$ cat src/rtl/tv_capture_pkg.sv
// tv_capture_pkg: TV timing constants shared by transmit and receive sides, plus capture state encoding
package tv_capture_pkg;
   localparam int CLK_PER_PIX = 5;
   localparam int LINE_PIX    = 640;
   localparam int LINES       = 259;
   localparam int ACT_X       = 512;
   localparam int ACT_Y       = 240;
   localparam int HS_X        = 534;
   localparam int VS_LINE     = 244;
   typedef enum logic [1:0] {IDLE, WAIT, SHIFT} cap_state_t;
endpackage

$ cat src/rtl/tv_capture_if.sv
// tv_capture_if: video RAM write port and timing status presented to the frame buffer side
interface tv_capture_if;
   logic        wrEn;
   logic [13:0] wrAddr;
   logic [7:0]  wrData;
   logic        lineStb;
   logic        frameStb;
   logic        locked;
   logic [8:0]  yPos;
   modport master(output wrEn, wrAddr, wrData, lineStb, frameStb, locked, yPos);
   modport slave(input wrEn, wrAddr, wrData, lineStb, frameStb, locked, yPos);
endinterface

$ cat src/rtl/tv_sync_sep.sv
// tv_sync_sep: synchronises sync_/vin and classifies each sync low pulse by its width
module tv_sync_sep #(
   parameter int HMIN = 150,
   parameter int HMAX = 400,
   parameter int VMIN = 1000
)(
   input  logic        clk,
   input  logic        rst_,
   input  logic        sync_,
   input  logic        vin,
   output logic        vid,
   output logic        fallStb,
   output logic        hsStb,
   output logic        vsStb,
   output logic        badStb,
   output logic [12:0] lowCnt
);
   logic [2:0] s;
   logic [1:0] v;
   logic       rise;
   assign vid     = v[1];
   assign fallStb = s[2] & ~s[1];
   assign rise    = ~s[2] & s[1];
   assign hsStb   = rise && lowCnt >= 13'(HMIN) && lowCnt <= 13'(HMAX);
   assign badStb  = rise && lowCnt > 13'(HMAX) && lowCnt < 13'(VMIN);
   assign vsStb   = rise && lowCnt >= 13'(VMIN);
   // s[2] only feeds edge detection, so sync_ and vin both see two flops of latency
   always_ff @(posedge clk or negedge rst_) begin
      if (!rst_) begin
         s      <= '0;
         v      <= '0;
         lowCnt <= '0;
      end else begin
         s      <= {s[1:0], sync_};
         v      <= {v[0], vin};
         lowCnt <= fallStb ? '0 : (!s[1] && lowCnt != '1) ? lowCnt + 13'd1 : lowCnt;
      end
   end
endmodule

$ cat src/rtl/tv_capture.sv
// tv_capture: decodes composite sync and captures the active picture into a byte-wide video RAM port
module tv_capture
   import tv_capture_pkg::*;
#(
   parameter int CPP    = CLK_PER_PIX,
   parameter int LPIX   = LINE_PIX,
   parameter int NLINES = LINES,
   parameter int AX     = ACT_X,
   parameter int AY     = ACT_Y,
   parameter int HSX    = HS_X,
   parameter int VSL    = VS_LINE,
   parameter int HMIN   = 150,
   parameter int HMAX   = 400,
   parameter int VMIN   = 1000
)(
   input logic          clk,
   input logic          rst_,
   input logic          sync_,
   input logic          vin,
   tv_capture_if.master vo
);
   localparam int HOFS = (LPIX - HSX) * CPP;
   localparam int TMO  = 2 * LPIX * CPP;
   logic        vid, fallStb, hsStb, vsStb, badStb;
   logic [12:0] lowCnt, lineClk, tmo;
   logic [8:0]  linesSeen, ny, pix;
   logic [2:0]  ph;
   logic [6:0]  sh;
   logic        vs_seen, tmo_stb, smp, cap_ok, wr;
   cap_state_t  state, state_d;

   tv_sync_sep #(.HMIN(HMIN), .HMAX(HMAX), .VMIN(VMIN)) u_sep (
      .clk(clk), .rst_(rst_), .sync_(sync_), .vin(vin), .vid(vid), .fallStb(fallStb),
      .hsStb(hsStb), .vsStb(vsStb), .badStb(badStb), .lowCnt(lowCnt)
   );

   assign ny      = (vo.yPos == 9'(NLINES - 1)) ? 9'd0 : vo.yPos + 9'd1;
   assign cap_ok  = vo.locked && ny < 9'(AY);
   assign tmo_stb = tmo == 13'(TMO - 1) && !hsStb && !vsStb;
   assign smp     = state == SHIFT && ph == 3'(CPP / 2);
   assign wr      = smp && pix[2:0] == 3'd7 && state_d == SHIFT;

   always_comb begin
      state_d = hsStb ? (cap_ok ? WAIT : IDLE)
              : (badStb || tmo_stb || (fallStb && state == SHIFT)) ? IDLE
              : (state == WAIT && lineClk == 13'(HOFS - 1)) ? SHIFT
              : (state == SHIFT && ph == 3'(CPP - 1) && pix == 9'(AX - 1)) ? IDLE
              : state;
   end

   always_ff @(posedge clk or negedge rst_) begin
      if (!rst_) state <= IDLE;
      else state <= state_d;
   end

   // lineClk is the offset of the current cycle from the last qualified hsync fall; glitches leave it alone
   always_ff @(posedge clk or negedge rst_) begin
      if (!rst_) begin
         lineClk     <= '0;
         tmo         <= '0;
         linesSeen   <= '0;
         vs_seen     <= 1'b0;
         ph          <= '0;
         pix         <= '0;
         sh          <= '0;
         vo.wrEn     <= 1'b0;
         vo.wrAddr   <= '0;
         vo.wrData   <= '0;
         vo.lineStb  <= 1'b0;
         vo.frameStb <= 1'b0;
         vo.locked   <= 1'b0;
         vo.yPos     <= '0;
      end else begin
         lineClk     <= hsStb ? lowCnt + 13'd2 : (lineClk == '1) ? lineClk : lineClk + 13'd1;
         tmo         <= (hsStb || vsStb) ? '0 : (tmo == 13'(TMO)) ? tmo : tmo + 13'd1;
         linesSeen   <= vsStb ? '0 : (hsStb && linesSeen != '1) ? linesSeen + 9'd1 : linesSeen;
         vs_seen     <= vs_seen | vsStb;
         ph          <= (state == SHIFT && ph != 3'(CPP - 1)) ? ph + 3'd1 : '0;
         pix         <= (state != SHIFT) ? '0 : (ph == 3'(CPP - 1)) ? pix + 9'd1 : pix;
         sh          <= smp ? {sh[5:0], vid} : sh;
         vo.wrEn     <= wr;
         vo.wrAddr   <= wr ? {vo.yPos[7:0], pix[8:3]} : vo.wrAddr;
         vo.wrData   <= wr ? {sh, vid} : vo.wrData;
         vo.lineStb  <= hsStb;
         vo.frameStb <= vsStb;
         vo.locked   <= vsStb ? (vs_seen && linesSeen == 9'(NLINES)) : (badStb || tmo_stb) ? 1'b0 : vo.locked;
         vo.yPos     <= vsStb ? 9'(VSL) : hsStb ? ny : vo.yPos;
      end
   end
endmodule
$ cat src/flat_wrapper.sv
// flat-port wrapper written by rule: the top's interface ports become plain ports
module tv_capture_flat import tv_capture_pkg::*;
#(
   parameter int CPP    = CLK_PER_PIX,
   parameter int LPIX   = LINE_PIX,
   parameter int NLINES = LINES,
   parameter int AX     = ACT_X,
   parameter int AY     = ACT_Y,
   parameter int HSX    = HS_X,
   parameter int VSL    = VS_LINE,
   parameter int HMIN   = 150,
   parameter int HMAX   = 400,
   parameter int VMIN   = 1000
)
  (clk, rst_, sync_, vin, vo_wrEn, vo_wrAddr, vo_wrData, vo_lineStb, vo_frameStb, vo_locked, vo_yPos);
  tv_capture_if vo_i ();
  input logic clk;
  input logic rst_;
  input logic sync_;
  input logic vin;
  output wire logic [$bits(vo_i.wrEn)-1:0] vo_wrEn;
  output wire logic [$bits(vo_i.wrAddr)-1:0] vo_wrAddr;
  output wire logic [$bits(vo_i.wrData)-1:0] vo_wrData;
  output wire logic [$bits(vo_i.lineStb)-1:0] vo_lineStb;
  output wire logic [$bits(vo_i.frameStb)-1:0] vo_frameStb;
  output wire logic [$bits(vo_i.locked)-1:0] vo_locked;
  output wire logic [$bits(vo_i.yPos)-1:0] vo_yPos;
  assign vo_wrEn = vo_i.wrEn;
  assign vo_wrAddr = vo_i.wrAddr;
  assign vo_wrData = vo_i.wrData;
  assign vo_lineStb = vo_i.lineStb;
  assign vo_frameStb = vo_i.frameStb;
  assign vo_locked = vo_i.locked;
  assign vo_yPos = vo_i.yPos;
  tv_capture #(.CPP(CPP), .LPIX(LPIX), .NLINES(NLINES), .AX(AX), .AY(AY), .HSX(HSX), .VSL(VSL), .HMIN(HMIN), .HMAX(HMAX), .VMIN(VMIN)) u_core (.clk(clk), .rst_(rst_), .sync_(sync_), .vin(vin), .vo(vo_i));
endmodule
$ cat config.mk
export PLATFORM = sky130hd
export DESIGN_NAME = tv_capture_flat
export DESIGN_NICKNAME = d
export VERILOG_FILES = /design/src/rtl/tv_capture_pkg.sv /design/src/rtl/tv_capture_if.sv /design/src/rtl/tv_sync_sep.sv /design/src/rtl/tv_capture.sv /design/src/flat_wrapper.sv
export SDC_FILE = /design/constraint.sdc
export NUM_CORES = 1
export LEC_CHECK = 0
export CAP_MARGIN = 40
export CORE_ASPECT_RATIO = 1.4
export CORE_UTILIZATION = 40
export CTS_CLUSTER_DIAMETER = 100
export DETAILED_ROUTE_END_ITERATION = 12
export GPL_ROUTABILITY_DRIVEN = 0
export HOLD_SLACK_MARGIN = 0.05
export PLACE_DENSITY = 0.71
export SYNTH_ARGS = -nofsm -noshare
export SYNTH_HDL_FRONTEND = slang
export SYNTH_SLANG_ARGS = --single-unit
$ cat constraint.sdc
create_clock -name clk -period 2.4 [get_ports clk]
set_input_delay 0.48 -clock clk [delete_from_list [all_inputs] [get_ports clk]]
set_output_delay 0.48 -clock clk [all_outputs]
set_load 0.1 [all_outputs]
==> results by group <==
Outcome
  – Status: complete, no violations

Yosys
  – Sequential share of the synthesized area: 49.3%
  – Post-synth top area share: 49.3%
  – Synth async-reset ratio: 100%
  – Distinct cells, synth: 56
  – Synthesized area per cell: approximately 11 sq um
  – Top cells by area, synth: dfrtp_1 49%, mux2_4 5.1%, ha_1 4.0%, nor2_1 3.8%, xnor2_1 3.8%
  – Syn Inst Count: around 530
  – EDFF count, synth: 0
  – Post-synthesis cell type with the largest combined area: dfrtp_1
  – Synthesized area: 5590 sq um
  – Most used DFF post-synth: dfrtp_1
  – Synthesized flop and latch total: 110
  – Synth warn: 0
  – Post-synth net total: 551

Detailed routing
  – DRT iter0 DRCs: ~220
  – Post-DRT Antenna Nets: 0
  – Via count: slightly above 4,000
  – Routed WL: about 11,000 um
  – # DRC: 0
  – Wire per inst: ~15 um
  – Drt first pass iters: 4
  – Vias per cell: 5.33

Global route
  – Vias in the first global route: 4,031
  – First-pass GRT wire length: roughly 19,000 um
  – Initial antenna violation count: 0
  – All-layer global routing usage: 16.4%
  – Gr ovfl total: 0
  – Largest net degree at the start of global routing: between 40 and 50

Critical path
  – Largest stage delay on the critical path: ~450 ps
  – Crit-path cells: ha_2 -> a211o_1 -> a311oi_4 -> nor4b_4 -> o311ai_4 -> clkbuf_16 -> mux2_4
  – WP data required: between 2000 and 3000 ps
  – Largest delay contributor family on the critical path: compound AO/OA/AOI/OAI gates
  – R2r worst-path depth: 7
  – WP data arrival: ~2500 ps
  – Worst R2R Setup Slack: 90 ps
  – Crit start category: flip-flop
  – Worst Path Buf+Inv: 1
  – Slowest cell on crit path: dfrtp_2
  – Worst flop-to-flop path endpoint: u_core.vo.wrData[5]
  – Reg2Reg Launch Point: u_core.u_sep.lowCnt[1]
  – CP max FO: 11
  – CP Capture Point: u_core.vo.wrData[5]
  – CP Class: flip-flop to flip-flop
  – Worst setup path start: u_core.u_sep.lowCnt[1]
  – CP Capture Type: flip-flop
  – Critical path depth: 7

Power
  – Peak supply drop: approximately 0.29 mV
  – Power Dens Cells: 508 nW/um^2
  – Power, Total: between 0.003 and 0.004 W
  – P_leak: roughly 3 nW

Floorplanning
  – Rows: 50
  – Die X: approximately 100 um
  – Area of the die: ~14,000 sq um
  – Initial Util: between 40% and 50%
  – Core ar.: approximately 14,000 sq um
  – Boundary Pins: 39
  – Die H: ~140 um

STA
  – Final Cycle Share: roughly 96%
  – Final hold vios: 0
  – Setup-failing EPs final: 0
  – Hold slack: approximately 140 ps
  – Setup TNS: 0 ps
  – Worst slew margin: between 60 and 70%
  – Max Slew Vio Count: 0
  – Min cycle time layout: roughly 2300 ps
  – Worst slew pin tran: around 600 ps
  – Max Fclk: between 400 and 500 MHz
  – Clock Skew: 8.16 ps

CTS
  – Max clock buf depth: 2
  – Cts hold-fix bufs: 0
  – Clk_lat worst skew: about 350 ps
  – Reg clk slew, reported paths: 70 ps
  – CTS tree: built
  – CTS root buffer: clkbuf_16
  – CTS sink cnt: between 100 and 150
  – Clock H-tree levels: 3
  – CTS buffer count: 9

Final layout
  – Most common cell after layout, fill and taps aside: dfrtp_1
  – Most frequent cells in the layout: 108 x dfrtp_1, 62 x buf_4, 57 x nor2_1, 40 x nand2_1, 26 x a21oi_1
  – N_diodes: 0
  – Sequential Area: between 2000 and 3000 sq um
  – Final Util: roughly half
  – Layout cells sized above 1: 21.0%
  – FILL cells: roughly 1,300
  – Area occupied by multi-input gates: ~2700 sq um
  – Final Instance Area: roughly 6500 sq um
  – Nets: about 610
  – Area Growth Syn to Fin: 17.0%

Place
  – Buffers added on ports: 38
  – Hpwl dp: a little over 8000 um
  – Area post-placement: roughly 6200 sq um

Worst hold path
  – Worst hold-check path type: input pin to async pin

Flow run
  – Max_cap viols: 0
## power by group
group / switching [W] / internal, W / total [W]
Clock: 0.000616 / 0.000685 / 0.00130
Sequential: 0.0000202 / 0.00187 / 0.00189
Combinational: 0.0000801 / 0.0000499 / 0.000130
## state kept, by name, indices dropped and copies added (netlist names)
signal,count
u_core.u_sep.s,3
u_core.vo.lineStb,1
u_core.state,2
u_core.u_sep.v,2
u_core.linesSeen,9
u_core.pix,9
u_core.vo.yPos,9
u_core.u_sep.lowCnt,13
u_core.vo.wrData,8
u_core.tmo,13
u_core.vo.wrEn,1
u_core.vs_seen,1
u_core.sh,7
u_core.lineClk,13
u_core.vo.locked,1
u_core.ph,3
u_core.vo.wrAddr,14
u_core.vo.frameStb,1
## worst min path at each step
stage                           start             endpoint  cells after the start
floorplan                        rst_    u_core.lineClk[0]                      0
global placement    u_core.u_sep.s[0]    u_core.u_sep.s[1]                      0
detailed placement  u_core.u_sep.v[0]    u_core.u_sep.v[1]                      0
CTS                              rst_  u_core.vo.wrData[4]                      1
global route                     rst_    u_core.u_sep.v[1]                      1
finish                           rst_  u_core.vo.wrData[4]                      1
## area by class of cell
type	instances	share of cell area, %
clock buffers	11	3.56
well taps	182	3.49
inverters	19	1.09
multi-input cells	377	40.9
clock inverters	2	0.191
repair buffers	68	8.60
flip-flops and latches	110	42.2
## metal layers
metal / global-route usage (%) / vias up / share of wire [%]
met4: 7.89 / 0 / 2.6
li1: - / 1983 / -
met5: 0 / - / 0
met2: 29.2 / 87 / 51
met3: 1.82 / 24 / 3.1
met1: 19.4 / 2007 / 43
## through the flow
step | std cells | setup WS, ps
after global routing | 769 | -2.81
after global placement | 755 | 62.1
final | 769 | 88.9
after CTS | 768 | 6.67
after floorplan | 529 | 10.0
after detailed placement | 755 | -29.7
## cell usage after synthesis, types with 8 or more instances
| master | n |
|---|---|
| dfrtp_1 | 110 |
| nor2_1 | 57 |
| nand2_1 | 41 |
| a21oi_1 | 26 |
| nand3_1 | 24 |
| xnor2_1 | 24 |
| xor2_1 | 20 |
| mux2_4 | 19 |
| ha_1 | 18 |
| nand4_1 | 17 |
| inv_1 | 16 |
| o21ai_0 | 15 |
| nor3_1 | 13 |
| buf_2 | 11 |
| mux2_2 | 8 |
| nand2b_1 | 8 |
## what timing repair did
item                       in CTS  in global routing
setup endpoints to repair       9                 38
cloned                          0                  1
pin swaps                       0                  3
buffers inserted                0                  0
gates resized for setup         1                 11
## cells by family after synthesis
kind of cell    synth area share, %
buf+inv                        3.49
simple gates                   19.8
compound gates                 8.87
flops                          49.3
mux                            7.66
fa+ha+maj                      4.03
xor+xnor                       6.90
## worst register-to-register path, cell delays in order, from the launching register on
cell and delay, ps:
dfrtp_2 450, ha_2 180, a211o_1 280, a311oi_4 260, nor4b_4 330, o311ai_4 180
clkbuf_16 220, mux2_4 300
No activity file was read; power rests on OpenSTA's default activity.
